$ cat src/rtl/reg_file_pkg.sv
// reg_file_pkg -- shared constants and types for the register file slice.
//   DATA_W_DEF / ADDR_W_DEF : default data and address widths
//   N_RD_MIN..N_RD_MAX      : legal number of read ports
//   N_WR_MIN..N_WR_MAX      : legal number of write ports
//   reg_addr_t              : register address type at the default width
package reg_file_pkg;

    localparam int DATA_W_DEF = 32;
    localparam int ADDR_W_DEF = 5;

    localparam int N_RD_MIN = 1;
    localparam int N_RD_MAX = 4;
    localparam int N_WR_MIN = 1;
    localparam int N_WR_MAX = 2;

    typedef logic [ADDR_W_DEF-1:0] reg_addr_t;

    // True when a port count lies inside its legal range.
    function automatic bit in_range(int n, int lo, int hi);
        return (n >= lo) && (n <= hi);
    endfunction

endpackage

$ cat src/rtl/reg_file_if.sv
// reg_file_if -- bus between a register-file client (master) and reg_file (slave).
//   rd_addr  : N_RD packed read addresses, port i in slice i
//   rd_data  : N_RD packed read data, combinational from rd_addr
//   rd_busy  : scoreboard busy bit for each read address
//   wr_en    : N_WR write enables; wr_addr/wr_data are meaningful only while set
//   iss_en   : issue strobe, iss_reg names the destination now pending
//   busy_vec : whole scoreboard, bit r = register r pending
// Handshake: there is no back-pressure. wr_en[k] and iss_en are single-cycle
// valid strobes that are always accepted at the next rising clock edge.
interface reg_file_if
    import reg_file_pkg::*;
#(
    parameter int DATA_W = DATA_W_DEF,
    parameter int ADDR_W = ADDR_W_DEF,
    parameter int N_RD   = 2,
    parameter int N_WR   = 1
) ();

    logic [N_RD*ADDR_W-1:0] rd_addr;
    logic [N_RD*DATA_W-1:0] rd_data;
    logic [N_RD-1:0]        rd_busy;
    logic [N_WR-1:0]        wr_en;
    logic [N_WR*ADDR_W-1:0] wr_addr;
    logic [N_WR*DATA_W-1:0] wr_data;
    logic                   iss_en;
    logic [ADDR_W-1:0]      iss_reg;
    logic [(2**ADDR_W)-1:0] busy_vec;

    modport master (
        output rd_addr, wr_en, wr_addr, wr_data, iss_en, iss_reg,
        input  rd_data, rd_busy, busy_vec
    );

    modport slave (
        input  rd_addr, wr_en, wr_addr, wr_data, iss_en, iss_reg,
        output rd_data, rd_busy, busy_vec
    );

endinterface

$ cat src/rtl/reg_file_scoreboard.sv
// reg_file_scoreboard -- one pending-producer bit per register.
//   clk_i, rst_i : clock, synchronous active-high reset (clears every bit)
//   iss_en_i     : issue strobe, iss_reg_i becomes pending
//   wr_en_i      : write enables, a written register stops being pending
//   wr_addr_i    : packed write addresses
//   busy_o       : registered scoreboard, bit 0 is always 0
module reg_file_scoreboard
    import reg_file_pkg::*;
#(
    parameter int ADDR_W = ADDR_W_DEF,
    parameter int N_WR   = 1
) (
    input  logic                   clk_i,
    input  logic                   rst_i,
    input  logic                   iss_en_i,
    input  logic [ADDR_W-1:0]      iss_reg_i,
    input  logic [N_WR-1:0]        wr_en_i,
    input  logic [N_WR*ADDR_W-1:0] wr_addr_i,
    output logic [(2**ADDR_W)-1:0] busy_o
);

    localparam int DEPTH = 2**ADDR_W;

    logic [DEPTH-1:0] busy_q;
    logic [DEPTH-1:0] busy_d;

    // Clears are applied before the set so an issue in the same cycle as a
    // write to the same register leaves it pending: the newer producer wins.
    // A single bit per register means repeated issues do not stack.
    always_comb begin
        busy_d = busy_q;
        for (int k = 0; k < N_WR; k++) begin
            if (wr_en_i[k]) begin
                busy_d[wr_addr_i[k*ADDR_W +: ADDR_W]] = 1'b0;
            end
        end
        if (iss_en_i) begin
            busy_d[iss_reg_i] = 1'b1;
        end
        busy_d[0] = 1'b0;
    end

    always_ff @(posedge clk_i) begin
        if (rst_i) begin
            busy_q <= '0;
        end else begin
            busy_q <= busy_d;
        end
    end

    assign busy_o = busy_q;

endmodule

$ cat src/rtl/reg_file.sv
// reg_file -- multi-ported register file with a busy scoreboard.
//   clk_i : sole clock, all state updates on the rising edge
//   rst_i : synchronous active-high reset, clears data and busy bits and
//           discards writes/issues in the same cycle
//   bus   : reg_file_if.slave (read ports, write ports, issue, busy_vec)
// Register 0 reads as zero and ignores writes and issues.
// Optional macro REG_FILE_BYPASS_EN: a read that matches an enabled nonzero
// write in the same cycle returns that write's data (highest port wins) and
// reports not-busy unless the same register is also being issued.
module reg_file
    import reg_file_pkg::*;
#(
    parameter int DATA_W = DATA_W_DEF,
    parameter int ADDR_W = ADDR_W_DEF,
    parameter int N_RD   = 2,
    parameter int N_WR   = 1
) (
    input  logic       clk_i,
    input  logic       rst_i,
    reg_file_if.slave  bus
);

    localparam int DEPTH = 2**ADDR_W;

    if (!in_range(N_RD, N_RD_MIN, N_RD_MAX)) begin : g_bad_n_rd
        $error("reg_file: N_RD=%0d outside %0d..%0d", N_RD, N_RD_MIN, N_RD_MAX);
    end
    if (!in_range(N_WR, N_WR_MIN, N_WR_MAX)) begin : g_bad_n_wr
        $error("reg_file: N_WR=%0d outside %0d..%0d", N_WR, N_WR_MIN, N_WR_MAX);
    end

    logic [DATA_W-1:0] regs_q [DEPTH];
    logic [DATA_W-1:0] regs_d [DEPTH];
    logic [DEPTH-1:0]  busy_vec;

    // Ports are visited in ascending order so the highest index wins a
    // same-address collision.
    always_comb begin
        regs_d = regs_q;
        for (int k = 0; k < N_WR; k++) begin
            if (bus.wr_en[k] && (bus.wr_addr[k*ADDR_W +: ADDR_W] != '0)) begin
                regs_d[bus.wr_addr[k*ADDR_W +: ADDR_W]] = bus.wr_data[k*DATA_W +: DATA_W];
            end
        end
    end

    always_ff @(posedge clk_i) begin
        if (rst_i) begin
            for (int r = 0; r < DEPTH; r++) begin
                regs_q[r] <= '0;
            end
        end else begin
            regs_q <= regs_d;
        end
    end

    reg_file_scoreboard #(
        .ADDR_W (ADDR_W),
        .N_WR   (N_WR)
    ) u_scoreboard (
        .clk_i     (clk_i),
        .rst_i     (rst_i),
        .iss_en_i  (bus.iss_en),
        .iss_reg_i (bus.iss_reg),
        .wr_en_i   (bus.wr_en),
        .wr_addr_i (bus.wr_addr),
        .busy_o    (busy_vec)
    );

    assign bus.busy_vec = busy_vec;

    for (genvar i = 0; i < N_RD; i++) begin : g_rd
        logic [ADDR_W-1:0] ra;
        logic [DATA_W-1:0] rdata;
        logic              rbusy;

        assign ra = bus.rd_addr[i*ADDR_W +: ADDR_W];

        always_comb begin
            // Register 0 is forced to zero so it reads cleanly even before reset.
            rdata = (ra == '0) ? '0 : regs_q[ra];
            rbusy = busy_vec[ra];
`ifdef REG_FILE_BYPASS_EN
            for (int k = 0; k < N_WR; k++) begin
                if (bus.wr_en[k] && (ra != '0) && (bus.wr_addr[k*ADDR_W +: ADDR_W] == ra)) begin
                    rdata = bus.wr_data[k*DATA_W +: DATA_W];
                    rbusy = bus.iss_en && (bus.iss_reg == ra);
                end
            end
`endif
        end

        assign bus.rd_data[i*DATA_W +: DATA_W] = rdata;
        assign bus.rd_busy[i] = rbusy;
    end

endmodule

$ cat src/flat_wrapper.sv
// flat-port wrapper written by rule: the top's interface ports become plain ports
module reg_file_flat import reg_file_pkg::*;
#(
    parameter int DATA_W = DATA_W_DEF,
    parameter int ADDR_W = ADDR_W_DEF,
    parameter int N_RD   = 2,
    parameter int N_WR   = 1
)
  (clk_i, rst_i, bus_rd_addr, bus_wr_en, bus_wr_addr, bus_wr_data, bus_iss_en, bus_iss_reg, bus_rd_data, bus_rd_busy, bus_busy_vec);
  reg_file_if #(.DATA_W(DATA_W), .ADDR_W(ADDR_W), .N_RD(N_RD), .N_WR(N_WR)) bus_i ();
  input  logic clk_i;
  input  logic rst_i;
  input wire logic [$bits(bus_i.rd_addr)-1:0] bus_rd_addr;
  input wire logic [$bits(bus_i.wr_en)-1:0] bus_wr_en;
  input wire logic [$bits(bus_i.wr_addr)-1:0] bus_wr_addr;
  input wire logic [$bits(bus_i.wr_data)-1:0] bus_wr_data;
  input wire logic [$bits(bus_i.iss_en)-1:0] bus_iss_en;
  input wire logic [$bits(bus_i.iss_reg)-1:0] bus_iss_reg;
  output wire logic [$bits(bus_i.rd_data)-1:0] bus_rd_data;
  output wire logic [$bits(bus_i.rd_busy)-1:0] bus_rd_busy;
  output wire logic [$bits(bus_i.busy_vec)-1:0] bus_busy_vec;
  assign bus_i.rd_addr = bus_rd_addr;
  assign bus_i.wr_en = bus_wr_en;
  assign bus_i.wr_addr = bus_wr_addr;
  assign bus_i.wr_data = bus_wr_data;
  assign bus_i.iss_en = bus_iss_en;
  assign bus_i.iss_reg = bus_iss_reg;
  assign bus_rd_data = bus_i.rd_data;
  assign bus_rd_busy = bus_i.rd_busy;
  assign bus_busy_vec = bus_i.busy_vec;
  reg_file #(.DATA_W(DATA_W), .ADDR_W(ADDR_W), .N_RD(N_RD), .N_WR(N_WR)) u_core (.clk_i(clk_i), .rst_i(rst_i), .bus(bus_i));
endmodule
$ cat config.mk
export PLATFORM = sky130hd
export DESIGN_NAME = reg_file_flat
export DESIGN_NICKNAME = d
export VERILOG_FILES = /design/src/rtl/reg_file_pkg.sv /design/src/rtl/reg_file_if.sv /design/src/rtl/reg_file_scoreboard.sv /design/src/rtl/reg_file.sv /design/src/flat_wrapper.sv
export SDC_FILE = /design/constraint.sdc
export NUM_CORES = 2
export LEC_CHECK = 0
export ABC_AREA = 0
export CELL_PAD_IN_SITES_DETAIL_PLACEMENT = 0
export CELL_PAD_IN_SITES_GLOBAL_PLACEMENT = 1
export CORE_UTILIZATION = 45
export DETAILED_ROUTE_END_ITERATION = 10
export PLACE_DENSITY_LB_ADDON = 0.05
export SLEW_MARGIN = 10
export SYNTH_ARGS = -nofsm -noshare
export SYNTH_HDL_FRONTEND = slang
export SYNTH_SLANG_ARGS = --single-unit
$ cat constraint.sdc
create_clock -name clk_i -period 6.7 [get_ports clk_i]
set_input_delay 1.005 -clock clk_i [delete_from_list [all_inputs] [get_ports clk_i]]
set_output_delay 1.005 -clock clk_i [all_outputs]
set_load 0.02 [all_outputs]
==> results.py <==
metrics = {
    "setup_path": {
        "end_kind": "output pin",
        "crit_required_ns": 5.69,
        "cp_cell_sequence": "clkdlybuf4s50_1, buf_4, nor2b_4, a21oi_1, a211oi_1, clkdlybuf4s50_1",
        "worst-setup-path-type": "in -> out",
        "cp_top_family": "buffers and inverters",
        "cp-start-kind": "primary input",
        "crit_slowest_cell": "a211oi_1",
        "crit_buf_inv": 3,
        "cpPeakStageDelay_ns": 1.02,
        "r2r_slack_ns": 5.49,
        "path_max_fanout": 23,
        "crit_top_cell": "clkdlybuf4s50_1",
        "cp.arrival_ns": 4.90,
    },
    "flow_run": {
        "maxCapViolCount": 0,
    },
    "placement": {
        "io_buffer_count": 152,
        "dp.cells": 7203,
        "dp_hpwl_um": 132000,
        "gp_congestion": 0.898,
        "place_ws_ns": 0.981,
    },
    "outcome": {
        "outcome": "complete, no violations",
    },
    "logic_synthesis": {
        "netlist_area_mm2": 0.0527,
        "syn_nets": 6038,
        "synth_seq_cells": 1055,
        "post_synth_num_cell_types": 43,
        "yosys.area.top_type_share_pct": 40.1,
        "yosysSeqAreaShare_pct": 40.1,
        "ys_warn_count": 0,
        "syn-instance-count": 5982,
        "async_reset_ff_share_pct": 0,
        "synth_edf_count": 0,
        "avgSynthCellArea_um2": 8.81,
        "synthFlopType": "dfxtp_1",
        "synth_top_area_cell": "dfxtp_1",
        "synth_area_leaders": "dfxtp_1 (40%), mux4_2 (21%), nand2_1 (15%), a21oi_1 (9.8%), clkbuf_1 (3.4%)",
    },
    "global_route": {
        "grt_util_met1_pct": 51.3,
        "grt_use_met2_pct": 55.1,
        "grt_max_degree": 205,
        "met3_usage_pct": 10.5,
        "grt_pass1_vias": 43800,
        "grt_util_all_layers_pct": 37.4,
        "antenna_found_initial": 10,
        "top_usage_layer": "met2",
        "grt_pass1_wl_um": 321000,
        "grt_overflow_total": 0,
    },
    "clock_network": {
        "postCtsSetupBuffers": 0,
        "ctsResizeCount": 0,
        "clockBufferDepth": 3,
        "cts.sinks": 1055,
        "clk_latency_ns": 0.72,
        "numCtsBuffers": 121,
        "htree_levels": 3,
        "hold_buffers": 0,
        "cts_tree": "built",
        "path_clk_slew_ns": 0.06,
        "cts-root-buf": "clkbuf_16",
    },
    "route": {
        "drt_iter0_markers": 5882,
        "avgRoutedWirePerCell_um": 30.3,
        "postRouteWirelength_um": 225000,
        "vias_per_cell": 6.34,
        "drtPass1Iterations": 5,
        "drc_errors": 0,
        "via_count": 47100,
        "ant_nets": 0,
    },
    "floorplanning": {
        "die_h_um": 344,
        "initial_core_util_pct": 45.4,
        "rows": 125,
        "die_x_um": 344,
        "coreArea_mm2": 0.116,
        "io_pins": 154,
        "dieArea_mm2": 0.118,
    },
    "timing": {
        "slew_viol_final": 0,
        "tns_ns": 0,
        "relSlewSlack_pct": 19.7,
        "worst_pin_slew_ns": 1.20,
        "finalCriticalPeriod_ns": 5.91,
        "whs_ns": 0.467,
        "timing.final.crit_share_pct": 88.2,
        "hold_viol": 0,
        "skew_ns": 0,
        "fin_ws_ns": 0.792,
        "setup_viol": 0,
        "fmax_mhz": 169,
        "rsz0062_at_grt": "false",
    },
    "finish": {
        "multiInputGateArea_mm2": 0.0294,
        "finalNetCount": 5858,
        "regArea_mm2": 0.0211,
        "n_fill_cell": 10600,
        "fin_cells": 7431,
        "drive_gt1_share_pct": 16.2,
        "areaGrowthSynthToFinish_pct": 13.5,
    },
    "pwr": {
        "p_leak_nw": 19.1,
        "powerDensity_mw_per_mm2": 252,
        "vdd_drop_max_v": 0.000240,
    },
    "worst_hold_path": {
        "min_path_type": "reg -> reg",
    },
}
[synth_stat cells, drive strengths merged, types with 25 or more instances]
master / instances
nand2: 2146
dfxtp: 1055
a21oi: 1027
mux4: 492
clkbuf: 476
buf: 137
mux2i: 116
a22oi: 89
nor2: 68
nor2b: 63
a211oi: 38
and3: 33
a32o: 32
nand3: 32
o221ai: 32
nand4: 29
o22a: 29
nor3: 25
[final cells by class]
cell class                      count  area share, %
Inverter                            2         0.0126
Multi-Input combinational cell   4312           49.2
Timing Repair Buffer              310           4.85
Sequential cell                  1055           35.3
Antenna cell                        2        0.00837
Tap cell                         1524           3.19
Clock buffer                      168           5.90
Clock inverter                     58           1.53
[routing by layer]
metal | vias up | part of all wire (%)
met1 | 23400 | 41
li1 | 20600 | -
met5 | - | 0.027
met2 | 2639 | 43
met3 | 467 | 11
met4 | 10 | 4.6
[cells by family after synthesis]
logic type	after synthesis	synth area share, %
buf+inv	615	4.80
simple gates	2435	18.4
flops	1055	40.1
compound gates	1266	13.5
other cells	1	0.00712
mux	610	23.3
[stage by stage]
step	cell area [µm²]	util, %	power [W]
6_report	59800	51.5	0.0151
5_1_grt	59800	51.5	0.0154
4_1_cts	59800	51.5	0.0151
3_5_place_dp	55300	47.7	0.00777
3_3_place_gp	55300	47.7	0.00777
2_1_floorplan	52700	-	0.00722
[sequential cells by signal (all words and copies together) (netlist names)]
| register | cells |
|---|---|
| u_core.u_scoreboard.busy_o | 31 |
| u_core.regs_q | 1024 |
[final timing paths]
check	from	end	depth (start not counted)
min reg2reg	u_core.regs_q[6]$_SDFFE_PP0P_	u_core.regs_q[6]$_SDFFE_PP0P_	2
max reg2reg	u_core.u_scoreboard.busy_o[10]$_SDFF_PP0_	u_core.u_scoreboard.busy_o[10]$_SDFF_PP0_	2
max	bus_rd_addr[2]	bus_rd_data[14]	6
min	u_core.regs_q[6]$_SDFFE_PP0P_	u_core.regs_q[6]$_SDFFE_PP0P_	2
[placed cells by master (no fill, tap or decap), types with 29 or more instances in the layout]
cell / instances
mux4_2: 492
mux2i_1: 116
clkdlybuf4s50_1: 138
nand3_1: 31
nand2_1: 2115
o221ai_1: 32
buf_4: 145
a22oi_1: 89
and3_1: 33
nor2b_1: 59
clkbuf_8: 32
nand2_2: 31
clkbuf_16: 121
nand4_1: 29
o22a_1: 29
a21oi_1: 1027
dfxtp_1: 1055
nor2_4: 30
a211oi_1: 38
nor2_1: 38
a32o_1: 32
[where the power goes]
part	switching [W]	total [W]	internal, W
Combinational	0.000914	0.00131	0.000392
Clock	0.00288	0.00742	0.00454
Sequential	0.0000393	0.00636	0.00632
[worst min-delay path, delay by kind of cell (launching register included)]
family | cells | cell delay [ns]
flops | 1 | 0.32
simple gates | 1 | 0.05
compound gates | 1 | 0.05
Power figures use the tool's default switching activity.
